$ cat src/rtl/alu_pkg.sv
// Shared definitions for the ALU scheduler: op codes, FSM states, latency classes.
package alu_pkg;

  localparam logic [3:0] OP_ADD = 4'hA;
  localparam logic [3:0] OP_SUB = 4'hB;
  localparam logic [3:0] OP_MUL = 4'hC;
  localparam logic [3:0] OP_DIV = 4'hD;
  localparam logic [3:0] OP_MOD = 4'hE;
  localparam logic [3:0] OP_EQ  = 4'hF;

  typedef enum logic [1:0] {
    S_IDLE   = 2'd0,
    S_LAUNCH = 2'd1,
    S_WAIT   = 2'd2,
    S_DONE   = 2'd3
  } state_t;

  typedef enum logic [1:0] {
    CLS_ADD = 2'd0,
    CLS_MUL = 2'd1,
    CLS_DIV = 2'd2,
    CLS_BAD = 2'd3
  } op_class_t;

  // Map an op code to its latency class; anything outside A..E is rejected.
  function automatic op_class_t op_class(input logic [3:0] op);
    op_class_t cls;
    case (op)
      OP_ADD, OP_SUB: cls = CLS_ADD;
      OP_MUL:         cls = CLS_MUL;
      OP_DIV, OP_MOD: cls = CLS_DIV;
      default:        cls = CLS_BAD;
    endcase
    return cls;
  endfunction

endpackage

$ cat src/rtl/req_capture.sv
// Per-requester front end: rising-edge detect, single pending flag, operand buffer.
module req_capture (
  input  logic        clk_i,
  input  logic        rst_ni,
  input  logic        req_i,
  input  logic [15:0] src_i,
  input  logic [15:0] dst_i,
  input  logic [3:0]  op_i,
  input  logic        clr_i,
  output logic        pend_o,
  output logic [15:0] src_o,
  output logic [15:0] dst_o,
  output logic [3:0]  op_o
);

  logic        prev_q;
  logic        pend_q, pend_d;
  logic [15:0] src_q, dst_q;
  logic [3:0]  op_q;
  logic        rise;

  assign rise = req_i & ~prev_q;

  // Pending flag: a new edge beats a same-cycle grant clear.
  always_comb begin
    pend_d = pend_q;
    if (clr_i) pend_d = 1'b0;
    if (rise)  pend_d = 1'b1;
  end

  // Edge history, pending flag and operand buffer (re-edge overwrites the buffer).
  always_ff @(posedge clk_i or negedge rst_ni) begin
    if (!rst_ni) begin
      prev_q <= 1'b0;
      pend_q <= 1'b0;
      src_q  <= '0;
      dst_q  <= '0;
      op_q   <= '0;
    end else begin
      prev_q <= req_i;
      pend_q <= pend_d;
      if (rise) begin
        src_q <= src_i;
        dst_q <= dst_i;
        op_q  <= op_i;
      end
    end
  end

  assign pend_o = pend_q;
  assign src_o  = src_q;
  assign dst_o  = dst_q;
  assign op_o   = op_q;

endmodule

$ cat src/rtl/alu_sched.sv
// Round-robin scheduler sharing one multi-cycle ALU between the key parser (0)
// and the tone path (1).
module alu_sched
  import alu_pkg::*;
#(
  parameter int unsigned LAT_ADD = 1,
  parameter int unsigned LAT_MUL = 3,
  parameter int unsigned LAT_DIV = 17,
  parameter int unsigned CW      = 5
) (
  input  logic        IN_clk,
  input  logic        IN_reset,
  input  logic        IN_req0,
  input  logic [15:0] IN_src0,
  input  logic [15:0] IN_dst0,
  input  logic [3:0]  IN_op0,
  input  logic        IN_req1,
  input  logic [15:0] IN_src1,
  input  logic [15:0] IN_dst1,
  input  logic [3:0]  IN_op1,
  input  logic [15:0] IN_alu_result,
  output logic [15:0] OUT_alu_a,
  output logic [15:0] OUT_alu_b,
  output logic [3:0]  OUT_alu_op,
  output logic        OUT_alu_start,
  output logic [15:0] OUT_ans,
  output logic        OUT_err,
  output logic        OUT_done0,
  output logic        OUT_done1,
  output logic        OUT_busy,
  output logic [1:0]  OUT_state
);

  logic        pend0, pend1, clr0, clr1;
  logic [15:0] src0_b, dst0_b, src1_b, dst1_b;
  logic [3:0]  op0_b, op1_b;

  state_t      state_q, state_d;
  logic        owner_q, owner_d;
  logic        rr_q, rr_d;
  logic [CW-1:0] cnt_q, cnt_d;
  logic [15:0] a_q, a_d, b_q, b_d;
  logic [3:0]  op_q, op_d;
  logic [15:0] ans_q, ans_d;
  logic        err_q, err_d;
  logic        gnt;
  logic        start_w;
  op_class_t   cls;
  logic [CW-1:0] lat_m1;

  req_capture u_cap0 (
    .clk_i  (IN_clk),
    .rst_ni (IN_reset),
    .req_i  (IN_req0),
    .src_i  (IN_src0),
    .dst_i  (IN_dst0),
    .op_i   (IN_op0),
    .clr_i  (clr0),
    .pend_o (pend0),
    .src_o  (src0_b),
    .dst_o  (dst0_b),
    .op_o   (op0_b)
  );

  req_capture u_cap1 (
    .clk_i  (IN_clk),
    .rst_ni (IN_reset),
    .req_i  (IN_req1),
    .src_i  (IN_src1),
    .dst_i  (IN_dst1),
    .op_i   (IN_op1),
    .clr_i  (clr1),
    .pend_o (pend1),
    .src_o  (src1_b),
    .dst_o  (dst1_b),
    .op_o   (op1_b)
  );

  assign cls    = op_class(op_q);
  assign lat_m1 = (cls == CLS_MUL) ? CW'(LAT_MUL - 1) :
                  (cls == CLS_DIV) ? CW'(LAT_DIV - 1) :
                                     CW'(LAT_ADD - 1);

  // Next-state and datapath update. Operands are copied out of the owner's
  // buffer at grant, so the ALU port already shows them during LAUNCH and a
  // same-cycle re-edge only affects the queued entry, not the launched one.
  always_comb begin
    state_d = state_q;
    owner_d = owner_q;
    rr_d    = rr_q;
    cnt_d   = cnt_q;
    a_d     = a_q;
    b_d     = b_q;
    op_d    = op_q;
    ans_d   = ans_q;
    err_d   = err_q;
    clr0    = 1'b0;
    clr1    = 1'b0;
    gnt     = 1'b0;
    start_w = 1'b0;
    unique case (state_q)
      S_IDLE: begin
        if (pend0 | pend1) begin
          gnt     = (pend0 & pend1) ? rr_q : pend1;
          owner_d = gnt;
          rr_d    = ~gnt;
          clr0    = ~gnt;
          clr1    = gnt;
          a_d     = gnt ? src1_b : src0_b;
          b_d     = gnt ? dst1_b : dst0_b;
          op_d    = gnt ? op1_b  : op0_b;
          state_d = S_LAUNCH;
        end
      end
      S_LAUNCH: begin
        if (cls == CLS_BAD || (cls == CLS_DIV && b_q == '0)) begin
          ans_d   = '0;
          err_d   = 1'b1;
          state_d = S_DONE;
        end else begin
          start_w = 1'b1;
          cnt_d   = lat_m1;
          state_d = S_WAIT;
        end
      end
      S_WAIT: begin
        if (cnt_q == '0) begin
          ans_d   = IN_alu_result;
          err_d   = 1'b0;
          state_d = S_DONE;
        end else begin
          cnt_d = cnt_q - CW'(1);
        end
      end
      S_DONE: begin
        state_d = S_IDLE;
      end
    endcase
  end

  // State, arbitration and result registers; reset aborts any op in flight.
  always_ff @(posedge IN_clk or negedge IN_reset) begin
    if (!IN_reset) begin
      state_q <= S_IDLE;
      owner_q <= 1'b0;
      rr_q    <= 1'b0;
      cnt_q   <= '0;
      a_q     <= '0;
      b_q     <= '0;
      op_q    <= '0;
      ans_q   <= '0;
      err_q   <= 1'b0;
    end else begin
      state_q <= state_d;
      owner_q <= owner_d;
      rr_q    <= rr_d;
      cnt_q   <= cnt_d;
      a_q     <= a_d;
      b_q     <= b_d;
      op_q    <= op_d;
      ans_q   <= ans_d;
      err_q   <= err_d;
    end
  end

  assign OUT_alu_a     = a_q;
  assign OUT_alu_b     = b_q;
  assign OUT_alu_op    = op_q;
  assign OUT_alu_start = start_w;
  assign OUT_ans       = ans_q;
  assign OUT_err       = err_q;
  assign OUT_done0     = (state_q == S_DONE) & ~owner_q;
  assign OUT_done1     = (state_q == S_DONE) &  owner_q;
  assign OUT_busy      = (state_q != S_IDLE);
  assign OUT_state     = state_q;

endmodule

$ cat config.mk
export PLATFORM = sky130hd
export DESIGN_NAME = alu_sched
export DESIGN_NICKNAME = d
export VERILOG_FILES = /design/src/rtl/alu_pkg.sv /design/src/rtl/req_capture.sv /design/src/rtl/alu_sched.sv
export SDC_FILE = /design/constraint.sdc
export NUM_CORES = 1
export LEC_CHECK = 0
export CORE_MARGIN = 1
export CORE_UTILIZATION = 48
export DETAILED_ROUTE_END_ITERATION = 12
export PLACE_DENSITY_LB_ADDON = 0.05
export SYNTH_ARGS = -nofsm -noshare
export SYNTH_HDL_FRONTEND = slang
export SYNTH_SLANG_ARGS = --single-unit
$ cat constraint.sdc
create_clock -name IN_clk -period 2.1 [get_ports IN_clk]
set_input_delay 0.42 -clock IN_clk [delete_from_list [all_inputs] [get_ports IN_clk]]
set_output_delay 0.42 -clock IN_clk [all_outputs]
set_load 0.005 [all_outputs]
==> impl_results.md <==
- Clock Path Buffers: 2
- Crit path required time: about 1700 ps
- FMAX: ~450 MHz
- Inserted Clock Buffers: 17
- Initial core utilization: a little under 50%
- Mapped Area: 5690 sq um
- Worst Hold Depth: 2
- Layout cell share with drive strength beyond 1: between 20% and 30%
- Die Wd: 111 microns
- R2R depth: 7
- Vias in the first global route: 4,374
- Tot Pwr: 11,400 uW
- Setup slack, reg-to-reg: -70 ps
- Yosys warns: 0
- Synth cell types: between 40 and 50
- CP Data Arrival Time: 1780 ps
- Synth top area cells: dfrtp_1 61%, mux2_2 14%, mux2i_1 4.4%, o21ai_0 3.8%, nand2_1 2.8%
- Sequential element share of the synthesized area: between 60% and 70%
- Starting DRC count in detailed routing: about 200
- Die height: between 100 and 150 microns
- CTS tree: built
- Number of synthesized flops with an enable pin: 0
- Total GRT Usage: between 20% and 30%
- First-pass GRT wire length: around 22,000 microns
- Row Count: 39
- Worst hold endpoint: OUT_alu_a[13]
- Post-synth ARST share: between 90% and 100%
- Max Slew Vio Count: 0
- Core Region: about 11,000 sq um
- RR Startpoint: OUT_alu_b[0]
- Post-synthesis average cell area: 12.9 sq um
- Setup slack after layout: -98.4 ps
- Critical Path Sink Type: primary output
- DR vias: about 4,000
- Hold WC Path Type: register to register
- DR WL/cell: around 17 microns
- Worst flop-to-flop path endpoint: OUT_ans[7]
- Cell Pwr Density: roughly 1400 nW/um^2
- Violated checks: setup timing
- Routability cong.: about 0.82
- Final instance count without filler cells: ~770
- Routed Antenna Nets: 0
- IO buf count: 150
- Die area: roughly 12,000 sq um
- Post-DP HPWL: just under 9000 microns
- Worst-skew pair later-pin latency: between 400 and 500 ps
- Cells after DPL: 726
- Peak supply drop: approximately 1.1 mV
- Yosys reg bits: between 100 and 150
- Worst Max-Slew Pin Slew: between 600 and 700 ps
- Max-Cap Viols: 0
- Vias/cell: around 5.3
- Unrepaired setup endpoints after global routing: true
- Register clock-pin slew on the reported worst setup and hold paths: roughly 60 ps
- Clock Sinks: around 140
- Status: complete, but fails checks
- Final setup TNS: -999 ps
- Final min period: between 2000 and 2500 ps
- Final setup fails: 17
- Period utilisation layout: 105%
- WS Path Type: register to primary output
- DRT Pass-1 Iters: 4
- Post-Syn Nets: 538
- Max FO, Critical Path: 2
- LEAKAGE: 0.00358 uW
- Synth Instances: between 400 and 500
- I/O pins: ~150
- Final Hold Fails: 0
- Type of origin of the critical path: register
- Startpoint of the worst hold path: OUT_alu_a[13]
- Largest net degree at the start of global routing: 58
- Max_slew headroom: between 50% and 60%
- # diodes: 0
- CTS root buffer: clkbuf_16
- Finished Core Util: between 70% and 80%
- Area growth, synth to finish: 44.8%
- Initial antenna violation count: 0
- H-Tree Depth: 4
- Remaining global-route overflow: 0
- Most common flop cell mapped by yosys: dfrtp_1
- DRC: 0
- Post-synth top area share: 60.6%
- Cell taking the most area after synthesis: dfrtp_1
- Final wirelength: about 13,000 microns
- Layout Skew: 5.80 ps
- Nets: 710
==> per-stage QoR <==
stage               cell area, sq um  setup slack [ps]  hold WS, ps
finish                          8250             -98.4          480
global route                    8250              -175          469
CTS                             8200             -83.9          475
detailed placement              7520             -27.2          445
global placement                7520             -11.5          429
floorplan                       5690               257          124
==> worst max path at each step <==
stage	start	end	slack, ps	depth (start not counted)
final	OUT_alu_b[0]	OUT_alu_start	-100	5
after global routing	OUT_alu_b[0]	OUT_alu_start	-170	5
after CTS	OUT_alu_b[9]	OUT_alu_start	-80	5
after detailed placement	OUT_alu_b[13]	OUT_alu_start	-30	5
after global placement	OUT_alu_b[13]	OUT_alu_start	-10	5
after floorplan	cnt_q[0]	OUT_ans[10]	260	7
==> kinds of logic after synthesis <==
kind of cell	count (synthesis)	share of synthesized area (%)
fa+ha+maj	6	1.32
xor+xnor	1	0.154
flops	138	60.6
buf+inv	33	2.53
simple gates	72	5.84
compound gates	93	10.9
mux	97	18.6
==> flip-flops by register name, summed over array words and instances, names as in the netlist <==
signal and count:
cnt_q 5, u_cap1.op_o 4, u_cap1.dst_o 16, rr_q 1, u_cap1.src_o 16, u_cap0.pend_o 1
u_cap0.prev_q 1, OUT_alu_b 16, OUT_state 2, OUT_alu_op 4, owner_q 1, OUT_ans 16
OUT_err 1, u_cap1.pend_o 1, u_cap1.prev_q 1, u_cap0.dst_o 16, u_cap0.src_o 16, u_cap0.op_o 4
OUT_alu_a 16
==> routing by layer <==
metal	wire, microns	up-vias	track usage (%)	part of all wire [%]
met4	156	0	7.29	1.2
met5	0	-	0	0
met3	865	16	8.69	6.6
li1	-	1930	-	-
met1	5650	2040	29.2	43
met2	6480	105	37.3	49
==> cell usage after synthesis, types with 2 or more instances <==
library cell / instances
a31o_2: 2
nand3_1: 2
clkbuf_1: 12
nor2b_1: 3
nand2_1: 43
buf_2: 10
mux2_2: 72
buf_4: 2
inv_1: 9
nor3_1: 3
a22oi_1: 13
nor2_1: 7
nor3b_1: 2
nand2b_1: 2
dfrtp_1: 138
ha_1: 6
nor4_1: 4
o21ai_0: 43
mux2i_1: 25
a22o_1: 16
a21oi_1: 5
==> final cells by class <==
class,count,area (sq um)
Sequential cell,138,3450
Clock inverter,5,81.3
Tap cell,143,179
Fill cell,848,3220
Multi-Input combinational cell,269,2170
Clock buffer,27,523
Inverter,9,33.8
Timing Repair Buffer,177,1800
==> worst max-delay path, cell delays in order, from the launching register on <==
cell and delay, ps:
dfrtp_1 400, nor4_2 300, and4_1 280, a21o_1 190
nor2_2 60, buf_2 130
==> cells in the final DEF, fill, tap and decap left out, drive strengths merged, types with 2 or more instances in the layout <==
cell type,count
clkdlybuf4s50,145
dfrtp,138
mux2,72
o21ai,45
nand2,43
buf,28
clkbuf,27
mux2i,25
a22o,16
a22oi,13
inv,9
nor2,7
a21oi,6
ha,6
nor4,4
nor3,3
nor2b,3
nand3,2
a31o,2
nor3b,2
nand2b,2
bufinv,2
dlygate4sd2,2
o211ai,2
a41o,2
a211oi,2
clkinv,2
==> report_power, final <==
group	total [uW]	switching (uW)	internal (uW)
logic	4410	2030	2380
clock network	2990	1050	1940
registers	3960	517	3440
total	11400	3590	7770
==> repair_timing <==
action / 4_1_cts / 5_1_grt
hold buffers: 1 / 0
gates resized for setup: 11 / 7
setup endpoints to repair: 2 / 22
setup buffers: 6 / 3
pin swaps: 4 / 2
hold endpoints to repair: 18 / 0
Note: power is estimated with default switching activity, not from simulation.
